<file path="src/rtl/double_result_reorder_buffer_if.sv">
// Issuer/consumer side of the reorder buffer: tag allocation, tagged result capture
// and the in-order retire stream, grouped for the buffer and its neighbours.
interface double_result_reorder_buffer_if #(
   parameter int DATA_W = 64,
   parameter int TAG_W  = 4
);
   logic              alloc_req;
   logic              alloc_grant;
   logic [TAG_W-1:0]  alloc_tag;
   logic              result_done;
   logic [TAG_W-1:0]  result_tag;
   logic [DATA_W-1:0] result_data;
   logic              out_valid;
   logic              out_ready;
   logic [DATA_W-1:0] out_data;
   logic [TAG_W-1:0]  out_tag;
   logic [TAG_W:0]    count;
   logic              err;

   modport master (
      output alloc_req, result_done, result_tag, result_data, out_ready,
      input  alloc_grant, alloc_tag, out_valid, out_data, out_tag, count, err
   );

   modport slave (
      input  alloc_req, result_done, result_tag, result_data, out_ready,
      output alloc_grant, alloc_tag, out_valid, out_data, out_tag, count, err
   );
endinterface

</file>
<file path="src/rtl/double_result_reorder_buffer.sv">
// Tag allocator plus per-tag result slots; results leave strictly in allocation
// order regardless of the order in which tagged results come back.
module double_result_reorder_buffer #(
   parameter int DATA_W = 64,
   parameter int TAG_W  = 4
) (
   input  logic                          clk,
   input  logic                          reset,
   double_result_reorder_buffer_if.slave rob
);
   localparam int             DEPTH   = 2 ** TAG_W;
   localparam logic [TAG_W:0] DEPTH_C = (TAG_W + 1)'(DEPTH);

   logic [DEPTH-1:0]  r_pending;
   logic [DEPTH-1:0]  r_filled;
   logic [DATA_W-1:0] r_data [DEPTH];
   logic [TAG_W-1:0]  r_alloc_ptr;
   logic [TAG_W-1:0]  r_head_ptr;
   logic [TAG_W:0]    r_count;
   logic              r_err;

   logic w_grant;
   logic w_capture;
   logic w_valid;
   logic w_retire;

   // Full blocks allocation even when the head retires this cycle: no bypass path.
   assign w_grant   = rob.alloc_req & ~reset & (r_count < DEPTH_C);
   assign w_capture = rob.result_done & r_pending[rob.result_tag] & ~r_filled[rob.result_tag];
   assign w_valid   = r_pending[r_head_ptr] & r_filled[r_head_ptr];
   assign w_retire  = w_valid & rob.out_ready;

   assign rob.alloc_grant = w_grant;
   assign rob.alloc_tag   = r_alloc_ptr;
   assign rob.out_valid   = w_valid;
   assign rob.out_data    = r_data[r_head_ptr];
   assign rob.out_tag     = r_head_ptr;
   assign rob.count       = r_count;
   assign rob.err         = r_err;

   // Grant, capture and retire always address distinct slots: the grant slot is
   // not pending, capture needs an unfilled pending slot, retire needs a filled one.
   always_ff @(posedge clk) begin
      if (reset) begin
         r_pending <= '0;
         r_filled  <= '0;
      end else begin
         if (w_grant) begin
            r_pending[r_alloc_ptr] <= 1'b1;
            r_filled[r_alloc_ptr]  <= 1'b0;
         end
         if (w_retire) begin
            r_pending[r_head_ptr] <= 1'b0;
            r_filled[r_head_ptr]  <= 1'b0;
         end
         if (w_capture)
            r_filled[rob.result_tag] <= 1'b1;
      end
   end

   always_ff @(posedge clk) begin
      if (w_capture)
         r_data[rob.result_tag] <= rob.result_data;
   end

   always_ff @(posedge clk) begin
      if (reset) begin
         r_alloc_ptr <= '0;
         r_head_ptr  <= '0;
         r_count     <= '0;
         r_err       <= 1'b0;
      end else begin
         if (w_grant)
            r_alloc_ptr <= r_alloc_ptr + 1'b1;
         if (w_retire)
            r_head_ptr <= r_head_ptr + 1'b1;
         case ({w_grant, w_retire})
            2'b10:   r_count <= r_count + 1'b1;
            2'b01:   r_count <= r_count - 1'b1;
            default: r_count <= r_count;
         endcase
         if (rob.result_done & ~w_capture)
            r_err <= 1'b1;
      end
   end
endmodule

</file>
<file path="src/flat_wrapper.sv">
// flat-port wrapper written by rule: the top's interface ports become plain ports
module double_result_reorder_buffer_flat 
#(
   parameter int DATA_W = 64,
   parameter int TAG_W  = 4
)
  (clk, reset, rob_alloc_req, rob_result_done, rob_result_tag, rob_result_data, rob_out_ready, rob_alloc_grant, rob_alloc_tag, rob_out_valid, rob_out_data, rob_out_tag, rob_count, rob_err);
  double_result_reorder_buffer_if #(.DATA_W(DATA_W), .TAG_W(TAG_W)) rob_i ();
  input  logic clk;
  input  logic reset;
  input wire logic [$bits(rob_i.alloc_req)-1:0] rob_alloc_req;
  input wire logic [$bits(rob_i.result_done)-1:0] rob_result_done;
  input wire logic [$bits(rob_i.result_tag)-1:0] rob_result_tag;
  input wire logic [$bits(rob_i.result_data)-1:0] rob_result_data;
  input wire logic [$bits(rob_i.out_ready)-1:0] rob_out_ready;
  output wire logic [$bits(rob_i.alloc_grant)-1:0] rob_alloc_grant;
  output wire logic [$bits(rob_i.alloc_tag)-1:0] rob_alloc_tag;
  output wire logic [$bits(rob_i.out_valid)-1:0] rob_out_valid;
  output wire logic [$bits(rob_i.out_data)-1:0] rob_out_data;
  output wire logic [$bits(rob_i.out_tag)-1:0] rob_out_tag;
  output wire logic [$bits(rob_i.count)-1:0] rob_count;
  output wire logic [$bits(rob_i.err)-1:0] rob_err;
  assign rob_i.alloc_req = rob_alloc_req;
  assign rob_i.result_done = rob_result_done;
  assign rob_i.result_tag = rob_result_tag;
  assign rob_i.result_data = rob_result_data;
  assign rob_i.out_ready = rob_out_ready;
  assign rob_alloc_grant = rob_i.alloc_grant;
  assign rob_alloc_tag = rob_i.alloc_tag;
  assign rob_out_valid = rob_i.out_valid;
  assign rob_out_data = rob_i.out_data;
  assign rob_out_tag = rob_i.out_tag;
  assign rob_count = rob_i.count;
  assign rob_err = rob_i.err;
  double_result_reorder_buffer #(.DATA_W(DATA_W), .TAG_W(TAG_W)) u_core (.clk(clk), .reset(reset), .rob(rob_i));
endmodule
</file>
<file path="config.mk">
export PLATFORM = sky130hd
export DESIGN_NAME = double_result_reorder_buffer_flat
export DESIGN_NICKNAME = d
export VERILOG_FILES = /design/src/rtl/double_result_reorder_buffer_if.sv /design/src/rtl/double_result_reorder_buffer.sv /design/src/flat_wrapper.sv
export SDC_FILE = /design/constraint.sdc
export NUM_CORES = 1
export LEC_CHECK = 0
export CAP_MARGIN = 30
export CORE_UTILIZATION = 55
export DETAILED_ROUTE_END_ITERATION = 7
export PLACE_DENSITY = 0.72
export SYNTH_ARGS = -nofsm -noshare
export SYNTH_HDL_FRONTEND = slang
export SYNTH_SLANG_ARGS = --single-unit
</file>
<file path="constraint.sdc">
create_clock -name clk -period 6.3 [get_ports clk]
set_clock_uncertainty 0.05 [all_clocks]
set_input_delay 1.575 -clock clk [delete_from_list [all_inputs] [get_ports clk]]
set_output_delay 1.575 -clock clk [all_outputs]
set_load 0.05 [all_outputs]
</file>
---- After elaboration in Yosys (flattened, before gate mapping) ----
Memories as Yosys holds them, arrays and structs flattened. A register that Yosys moved wholly into a read port is not among the register bits.
Cells that the tools add are included.
storage, ports and cells
  register bits ........................... 46
  RAM bits ................................ 1,024
  output and inout bits ................... 80
  memories ................................ 1
cells by class
  add/sub/neg operators ................... 4
  order comparisons ....................... 7
  eq/ne operators ......................... 2
  mux-type cells .......................... 27
  bitwise gates (word level) .............. 17
  reductions and logical operators ........ 4
memory list
  name           depth  bits a word  read ports  clocked after memory_dff  write ports  RTL line                            source
  u_core.r_data  16     64           1           1                         1            double_result_reorder_buffer.sv:16  logic [DATA_W-1:0] r_data [DEPTH];
operator list
  cell                   count
  $mux W16               8
  $and A16 B16 Y16       3
  $not A16 Y16           2
  $or A16 B16 Y16        2
  $bmux W1 S4            4
  $lt A4 B5 Y1 const B   3
  $demux W1 S4           3
  $ge A4 B1 Y1 const B   3
  $pmux W5 S2            1
  $mux W1                9
  $add A4 B1 Y4 const B  2
  $mux W4                2
  $and A1 B1 Y1          7
  $add A5 B1 Y5 const B  1
  $lt A5 B5 Y1 const B   1
  $sub A5 B1 Y5 const B  1
  $logic_and A1 B1 Y1    3
  $not A1 Y1             3
  $eq A2 B1 Y1 const B   1
  $eq A2 B2 Y1 const B   1
  $reduce_bool A2 Y1     1

---- Logic depth before layout (Yosys ltp) ----
Gate-level depths: netlist of the first run.
  word-level depth ........................ 13
  mapped depth ............................ 16

---- Worst setup path after synthesis of the first run ----
OpenSTA, ideal clock, no wires.
  kind .................................... input to register
  start ................................... in rob_result_tag[1]
  end ..................................... mem u_core.r_data[12][0] (enable)
  arrival ................................. 5.808 ns
  data required time ...................... 5.763 ns
  setup slack ............................. -0.045 ns
  cell stages on the path ................. 7
  path through ............................ buf_6 -> mux4_1 -> mux2i_4 -> o2111ai_1 -> or3_1 -> buf_6 -> nor2_1
between the ends
  word-level cells in the longest chain between the ends .. 6
  elaborated cells on any way between the ends .. 9
  classes of those cells .................. mux: 6; bitwise: 3
ends and longest elaborated chain
  element                                      RTL line                            source
  from (decl)                                  flat_wrapper.sv:13                  input wire logic [$bits(rob_i.result_tag)-1:0] rob_result_tag;
  $bmux W1 S4                                  double_result_reorder_buffer.sv:29  assign w_capture = rob.result_done & r_pending[rob.result_tag] & ~r_filled[rob.result_tag];
  $mux W1 (implied by the code)                double_result_reorder_buffer.sv:29
  $and A1 B1 Y1 or $not A1 Y1 (tied branches)  double_result_reorder_buffer.sv:29
  $and A1 B1 Y1                                double_result_reorder_buffer.sv:29
  $mux W1                                      double_result_reorder_buffer.sv:62  if (w_capture)
  $mux W1 (implied by the code)                double_result_reorder_buffer.sv:63  r_data[rob.result_tag] <= rob.result_data;
  to (decl)                                    double_result_reorder_buffer.sv:16
Parallel ways exist; a longest one is shown, timed or not. The select of a mux whose other input is x is not followed.

==> metrics, run 1 <==
Unique masters post-synth 56; final setup margin 0.9391 ns; Yosys reg bits 1,074; largest net degree at the start of global routing 65; final period utilization between 80% and 90%; PortBufs 152; Pre-antenna DRT Iters 5; Synthesis Warnings 0; DR vias around 19,000; Area contributors post-synth edfxtp_1 (75%), mux4_2 (18%), dfxtp_1 (2.4%); Post-Syn Area between 0.04 and 0.05 mm2; kind of start point of the critical path flip-flop; first-pass GRT wire length approximately 130,000 um; slew at the pin with the worst max-slew slack roughly 0.99 ns; max-slew violation count 0; Critical Path End rob_out_data[13]; Final setup viols 0; full die area between 0.07 and 0.08 mm2; Peak supply drop approximately 0.17 mV; clk slew on worst S/H paths 0.06 ns; Worst slew margin between 30 and 40%; pre-CTS setup slack 0.9001 ns; Req. time, crit path ~4.7 ns; Layout Cells excl Fill about 3,000; Detailed Route WL just under 90,000 um; root buffer cell clkbuf_16; Hold Crit Class flip-flop to flip-flop; FF-to-FF End u_core.rob.count[4]; CP Max Fanout 31; Post-synth EDFFs 1,024; CTS tree yes; Starting DRT DRC Count 1,872; # H-tree levels 3; Core ar. approximately 0.074 mm2; layout net count 2,040; Mapped Cells 1,749; fillers 4,754; placed insts about 2,800; Synth area leader edfxtp_1; R2R Setup Slk roughly 2.1 ns; R2R depth 13; f_max about 0.19 GHz; Ports approximately 150; All-Layer GR Usage 23.49%; total nets after synthesis around 1,800; RSZ-0062 raised after global routing false; initial antenna violation count 1; CP arrival 3.74 ns; gr ovfl total 0; share of cells above drive strength 1 ~27%; Post-CTS Hold Fix Bufs 0; multi-input logic area about 0.0090 mm2; Via density 6.352; Clock Sinks 1,074; post-synth top area share between 70% and 80%; area occupied by registers around 0.032 mm2; Clock Tree Buf Depth 3; Async SR Flop Fraction 0%; Max Cap Violations 0; Synth-to-Final Area Change 15.00%; DRC viols 0; min Tclk post-route ~5.4 ns; worst skew pair latency approximately 0.65 ns; Die W approximately 280 um; WS Path Type flip-flop to primary output; gp weighted congestion ~0.85; Cell Area, Placed around 0.044 mm2; final instance area between 0.04 and 0.05 mm2; Rows between 90 and 100; PwrDens between 200 and 300 mW/mm2; Avg Synthesized Cell Area 23.55 um2; vias in the first global route 19,940; Post-CTS Setup Inserts 0; outcome finished clean; post-synthesis sequential area ratio between 70% and 80%; CTS-repair resized insts 0; Primary FF master, synth edfxtp_1; CP endpoint kind primary output; Initial Utilization between 50% and 60%; die height 275.6 um; HPWL after DPL ~48,000 um; DRT antenna net count 0; Static Leak 14.34 nW; DR WL/cell just under 30 um; Reg-to-Reg Start u_core.rob.out_tag[1]; Num CTS Buffers between 100 and 150; Final Hold Fails 0
==> per-layer routing <==
layer | track usage (%) | vias to the layer above | routed length [um]
met5 | 0 | - | 12
met3 | 3.184 | 105 | 5202
met4 | 5.350 | 2 | 1277
met2 | 38.19 | 760 | 43720
met1 | 34.47 | 10267 | 36490
li1 | - | 7915 | -
==> synth_stat cells (3+ instances only) <==
library cell / instances
edfxtp_1: 1024
mux4_2: 326
clkbuf_1: 53
dfxtp_1: 50
nand2_1: 43
nor2_1: 28
a21oi_1: 26
buf_1: 23
inv_1: 18
buf_2: 16
ha_1: 12
nand2b_1: 9
o21ai_0: 9
xor2_1: 8
nor2b_1: 7
o311ai_0: 6
a211oi_1: 5
a311oi_1: 5
nand4_1: 5
o2111ai_1: 5
or3_1: 5
and2_1: 4
mux4_1: 4
a21boi_0: 3
a21o_1: 3
a41oi_1: 3
and3_1: 3
mux2i_1: 3
nand3_1: 3
nor3_1: 3
o31ai_2: 3
==> cell usage in the layout, fill, tap and decap left out, types with 6 or more instances in the layout <==
cell type        Yosys  final
edfxtp_1          1024   1024
mux4_2             326    326
clkdlybuf4s50_1      0    151
clkbuf_16            0    107
dfxtp_1             50     46
nand2_1             43     43
clkinv_2             0     29
buf_4                0     27
a21oi_1             26     26
clkbuf_1            53     24
clkinv_1             0     21
nor2_1              28     19
buf_12               0     16
ha_1                12     12
inv_1               18     11
nand2b_1             9      9
nor2_4               0      9
o21ai_0              9      9
xor2_1               8      8
nor2b_1              7      7
o311ai_0             6      6
bufinv_16            0      6
==> power by group <==
group,internal [mW],switching (mW),leakage [nW]
clock network,3.37,2.54,1.60
logic,0.0672,0.158,3.13
registers,7.83,0.00784,9.61
total,11.3,2.70,14.3
==> logic make-up after synthesis <==
logic type / count (synthesis) / synth area share (%)
flip-flops: 1074 / 77.09
AND/OR/NAND/NOR: 119 / 1.455
AO/OA/AOI/OAI: 88 / 1.546
adder cells (fa/ha/maj): 12 / 0.3646
multiplexers: 336 / 18.26
buffers and inverters: 112 / 1.106
XOR/XNOR: 8 / 0.1701
==> worst max-delay path: stages, from the launching register on <==
cell and delay [ns]:
dfxtp_4 0.57, buf_4 0.58, mux4_2 0.64, mux4_2 0.52, clkdlybuf4s50_1 0.73
==> final cells by class <==
class | count | area share [%]
Antenna cell | 1 | 0.005284
Clock buffer | 133 | 5.902
Clock inverter | 57 | 0.9220
Inverter | 18 | 0.1691
Multi-Input combinational cell | 563 | 19.10
Sequential cell | 1074 | 67.07
Tap cell | 959 | 2.534
Timing Repair Buffer | 194 | 4.296
==> flip-flops by register name, summed over array words and instances (netlist names), named ones only <==
| name | cells |
|---|---|
| u_core.r_data | 1024 |
| u_core.r_filled | 16 |
| u_core.rob.alloc_tag | 4 |
| u_core.rob.count | 5 |
| u_core.r_pending | 16 |
| u_core.rob.out_tag | 4 |
| u_core.rob.err | 1 |
==> worst min-delay path by stage <==
| stage | to | cells after the start | slack (ns) | startpoint |
|---|---|---|---|---|
| 3_3_place_gp | u_core.r_pending[15] | 2 | 0.43 | u_core.r_pending[15] |
| 5_1_grt | u_core.r_pending[3] | 2 | 0.48 | u_core.r_pending[3] |
| 2_1_floorplan | u_core.r_pending[15] | 2 | 0.40 | u_core.r_pending[15] |
| 6_report | u_core.r_pending[3] | 2 | 0.44 | u_core.r_pending[3] |
| 3_5_place_dp | u_core.r_pending[3] | 2 | 0.43 | u_core.r_pending[3] |
| 4_1_cts | u_core.r_pending[15] | 2 | 0.44 | u_core.r_pending[15] |
==> metrics by stage <==
step	hold WS, ns	TNS (ns)	util (%)	power, mW
finish	0.4435	0	64.37	13.96
global route	0.4817	0	64.36	14.34
CTS	0.4434	0	64.36	14.07
detailed placement	0.4319	0	59.97	8.211
global placement	0.4250	0	59.97	8.197
floorplan	0.3952	-10.50	-	8.048
No activity file was read; power rests on OpenSTA's default activity.
==> run 2, diff against run 1 <==
--- a/config.mk
+++ b/config.mk
@@ -9,6 +9,7 @@
 export CORE_UTILIZATION = 55
 export DETAILED_ROUTE_END_ITERATION = 7
 export PLACE_DENSITY = 0.72
+export RECOVER_POWER = 100
 export SYNTH_ARGS = -nofsm -noshare
 export SYNTH_HDL_FRONTEND = slang
 export SYNTH_SLANG_ARGS = --single-unit
==> run 2 against run 1 <==
  * The run now ends with capacitance limit, slew limit left
  * Final area fell by 0.41%
  * Combinational power fell by 6%
  * Via count rose by 0.42%
  * Register-to-register slack got worse by 0.21 ns
  * Flip-flop and latch count did not move
  * Routed wire length barely moved
  * Critical path depth did not move
  * Sequential share of layout area rose by 0.27 points
  * Worst setup slack got worse by 0.45 ns
  * Sequential power barely moved
  * Fmax fell by 7.8%
  * Critical endpoint is now rob_out_data[8]
  * Highest routed layer unchanged
==> metrics, run 2 (synthesized netlist as in run 1, its figures left out) <==
layout net count 2,040; clk slew on worst S/H paths 0.06 ns; f_max around 0.17 GHz; initial antenna violation count 8; CP cell instances buf_4 > mux4_2 > mux4_2 > dlygate4sd3_1; worst skew pair latency between 0.6 and 0.7 ns; outcome finished with violations; max FFs per register 1,024; CP endpoint kind primary output; Final setup viols 0; DRT antenna net count 0; pre-CTS setup slack 0.9001 ns; most frequent cells in the layout edfxtp_1 (1,024), mux4_2 (326), dlygate4sd3_1 (128), clkbuf_16 (107), dfxtp_1 (46); final instance area ~0.047 mm2; All-Layer GR Usage between 20% and 30%; Die W 275.6 um; CTS tree yes; Sw Pwr ~2.7 mW; final period utilization just over 90%; Clock Tree Buf Depth 3; Hold Crit Class flip-flop to flip-flop; root buffer cell clkbuf_16; Sw Share a little under 20%; Rows just under 100; # H-tree levels 3; fillers between 4,000 and 5,000; Final Total Pwr 13.95 mW; Static Leak around 14 nW; Post-CTS Hold Fix Bufs 0; Worst path max stage delay between 1 and 1.5 ns; Post-CTS Setup Inserts 0; Critical-path top delay cell dfxtp_2; WS Path Type flip-flop to primary output; Ports about 150; P_int approximately 11 mW; Final Hold Fails 0; PortBufs approximately 150; failing checks capacitance limit, slew limit; PwrDens 295.7 mW/mm2; most flop-heavy register u_core.r_data; RSZ-0062 raised after global routing false; largest net degree at the start of global routing 65; hold slack 0.4435 ns; full die area around 0.076 mm2; Detailed Route WL around 87,000 um; DR WL/cell 28.90 um; Seq pwr share a little under three fifths; Cell Area, Placed approximately 0.044 mm2; family with the most delay on the worst path buffers and inverters; R2R Setup Slk about 1.9 ns; Starting DRT DRC Count ~1,900; Worst slew margin -37.72%; Pre-antenna DRT Iters 5; DRC viols 0; CP Max Fanout 44; final setup margin approximately 0.49 ns; share of cells above drive strength 1 between 20% and 30%; vias in the first global route between 15,000 and 20,000; clock share of power approximately 42%; kind of start point of the critical path flip-flop; HPWL after DPL around 48,000 um; max-slew violation count about 220; min Tclk post-route between 5 and 6 ns; Core ar. 0.07358 mm2; gp weighted congestion approximately 0.85; Via density approximately 6.4; slew at the pin with the worst max-slew slack 2.066 ns; Largest regs u_core.r_data: 1024 flops, u_core.r_filled: 16 flops, u_core.r_pending: 16 flops; Clock Sinks ~1,100; Comb pwr share 1.5%; Synth-to-Final Area Change 14.52%; gr ovfl total 0; Num CTS Buffers 104; first-pass GRT wire length 129,800 um; DR vias ~19,000; WP buf/inv 2; Req. time, crit path roughly 4.7 ns; CP most frequent cell mux4_2; Max Cap Violations 6; Initial Utilization 55.97%; CP arrival 4.19 ns; Peak supply drop 0.1726 mV; CTS-repair resized insts 0; most common cell after layout, fill and taps aside edfxtp_1; die height ~280 um
-- run 2: cell types whose count changed in the layout (fill, tap and decap cells not counted), moves of 4 or more --
cell / before / now
buf_12: 16 / 10
buf_4: 27 / 13
clkbuf_1: 24 / 30
clkbuf_2: 0 / 8
clkbuf_4: 0 / 4
clkdlybuf4s50_1: 151 / 23
clkinvlp_2: 0 / 5
dlygate4sd3_1: 0 / 128
-- run 2: power groups by stage --
stage	combinational (mW)	clock [mW]	sequential, mW
2_1_floorplan	0.0535	0	7.99
3_3_place_gp	0.212	0	7.98
3_5_place_dp	0.225	0	7.99
4_1_cts	0.225	6.01	7.83
5_1_grt	0.229	6.26	7.83
6_report	0.212	5.90	7.83
-- run 2: final cells by class --
cell class,instances,area (um2),share of cell area [%]
clock inverter,57,436.7,0.9258
multi-input combinational,563,8976,19.03
clock buffer,133,2795,5.926
tap,959,1200,2.544
sequential,1074,31760,67.34
inverter,18,75.07,0.1592
timing repair buffer,194,1912,4.053
antenna,3,7.507,0.01592
-- run 2: worst paths after layout --
path / from / endpoint / cells past startpoint
max reg2reg: u_core.rob.out_tag[1] / u_core.rob.count[4] / 13
max: flip-flop / rob_out_data[8] / 4
min: u_core.r_pending[3] / u_core.r_pending[3] / 2
min reg2reg: u_core.r_pending[3] / u_core.r_pending[3] / 2
-- run 2: routing by layer --
layer  share of wire, %  track usage, %  routed length, um  vias to the layer above
met5              0.014               0                 12                        -
met4                1.6           5.350               1370                        2
met3                6.0           3.184               5168                      111
met2                 50           38.19              43530                      765
met1                 42           34.47              36630                    10329
li1                   -               -                  -                     7922
-- run 2: stage by stage --
| stage | util (%) | setup TNS [ns] | cells |
|---|---|---|---|
| finish | 64.10 | 0 | 3001 |
| global route | 64.10 | 0 | 2999 |
| CTS | 64.36 | 0 | 2998 |
| detailed placement | 59.97 | 0 | 2808 |
| global placement | 59.97 | 0 | 2808 |
| floorplan | - | -10.50 | 1749 |
-- run 2: worst reg2reg max path, cell delays in order, from the launching register on --
cell and delay, ns:
dfxtp_1 0.67, mux4_2 0.59, a21oi_1 0.23, nand2_1 0.25
a21boi_0 0.64, ha_1 0.47, xor2_1 0.19, ha_1 0.21
a21boi_0 0.25, o22a_1 0.18, a21oi_1 0.07, xor2_1 0.15
or3_1 0.30, a21oi_1 0.14
==> run 3, diff against run 2 <==
--- a/config.mk
+++ b/config.mk
@@ -8,6 +8,7 @@
 export CAP_MARGIN = 30
 export CORE_UTILIZATION = 55
 export DETAILED_ROUTE_END_ITERATION = 7
+export GPL_ROUTABILITY_DRIVEN = 1
 export PLACE_DENSITY = 0.72
 export RECOVER_POWER = 100
 export SYNTH_ARGS = -nofsm -noshare
==> results of run 3 <==
Same layout as run 2: the final DEF is identical, and so are final timing and power.
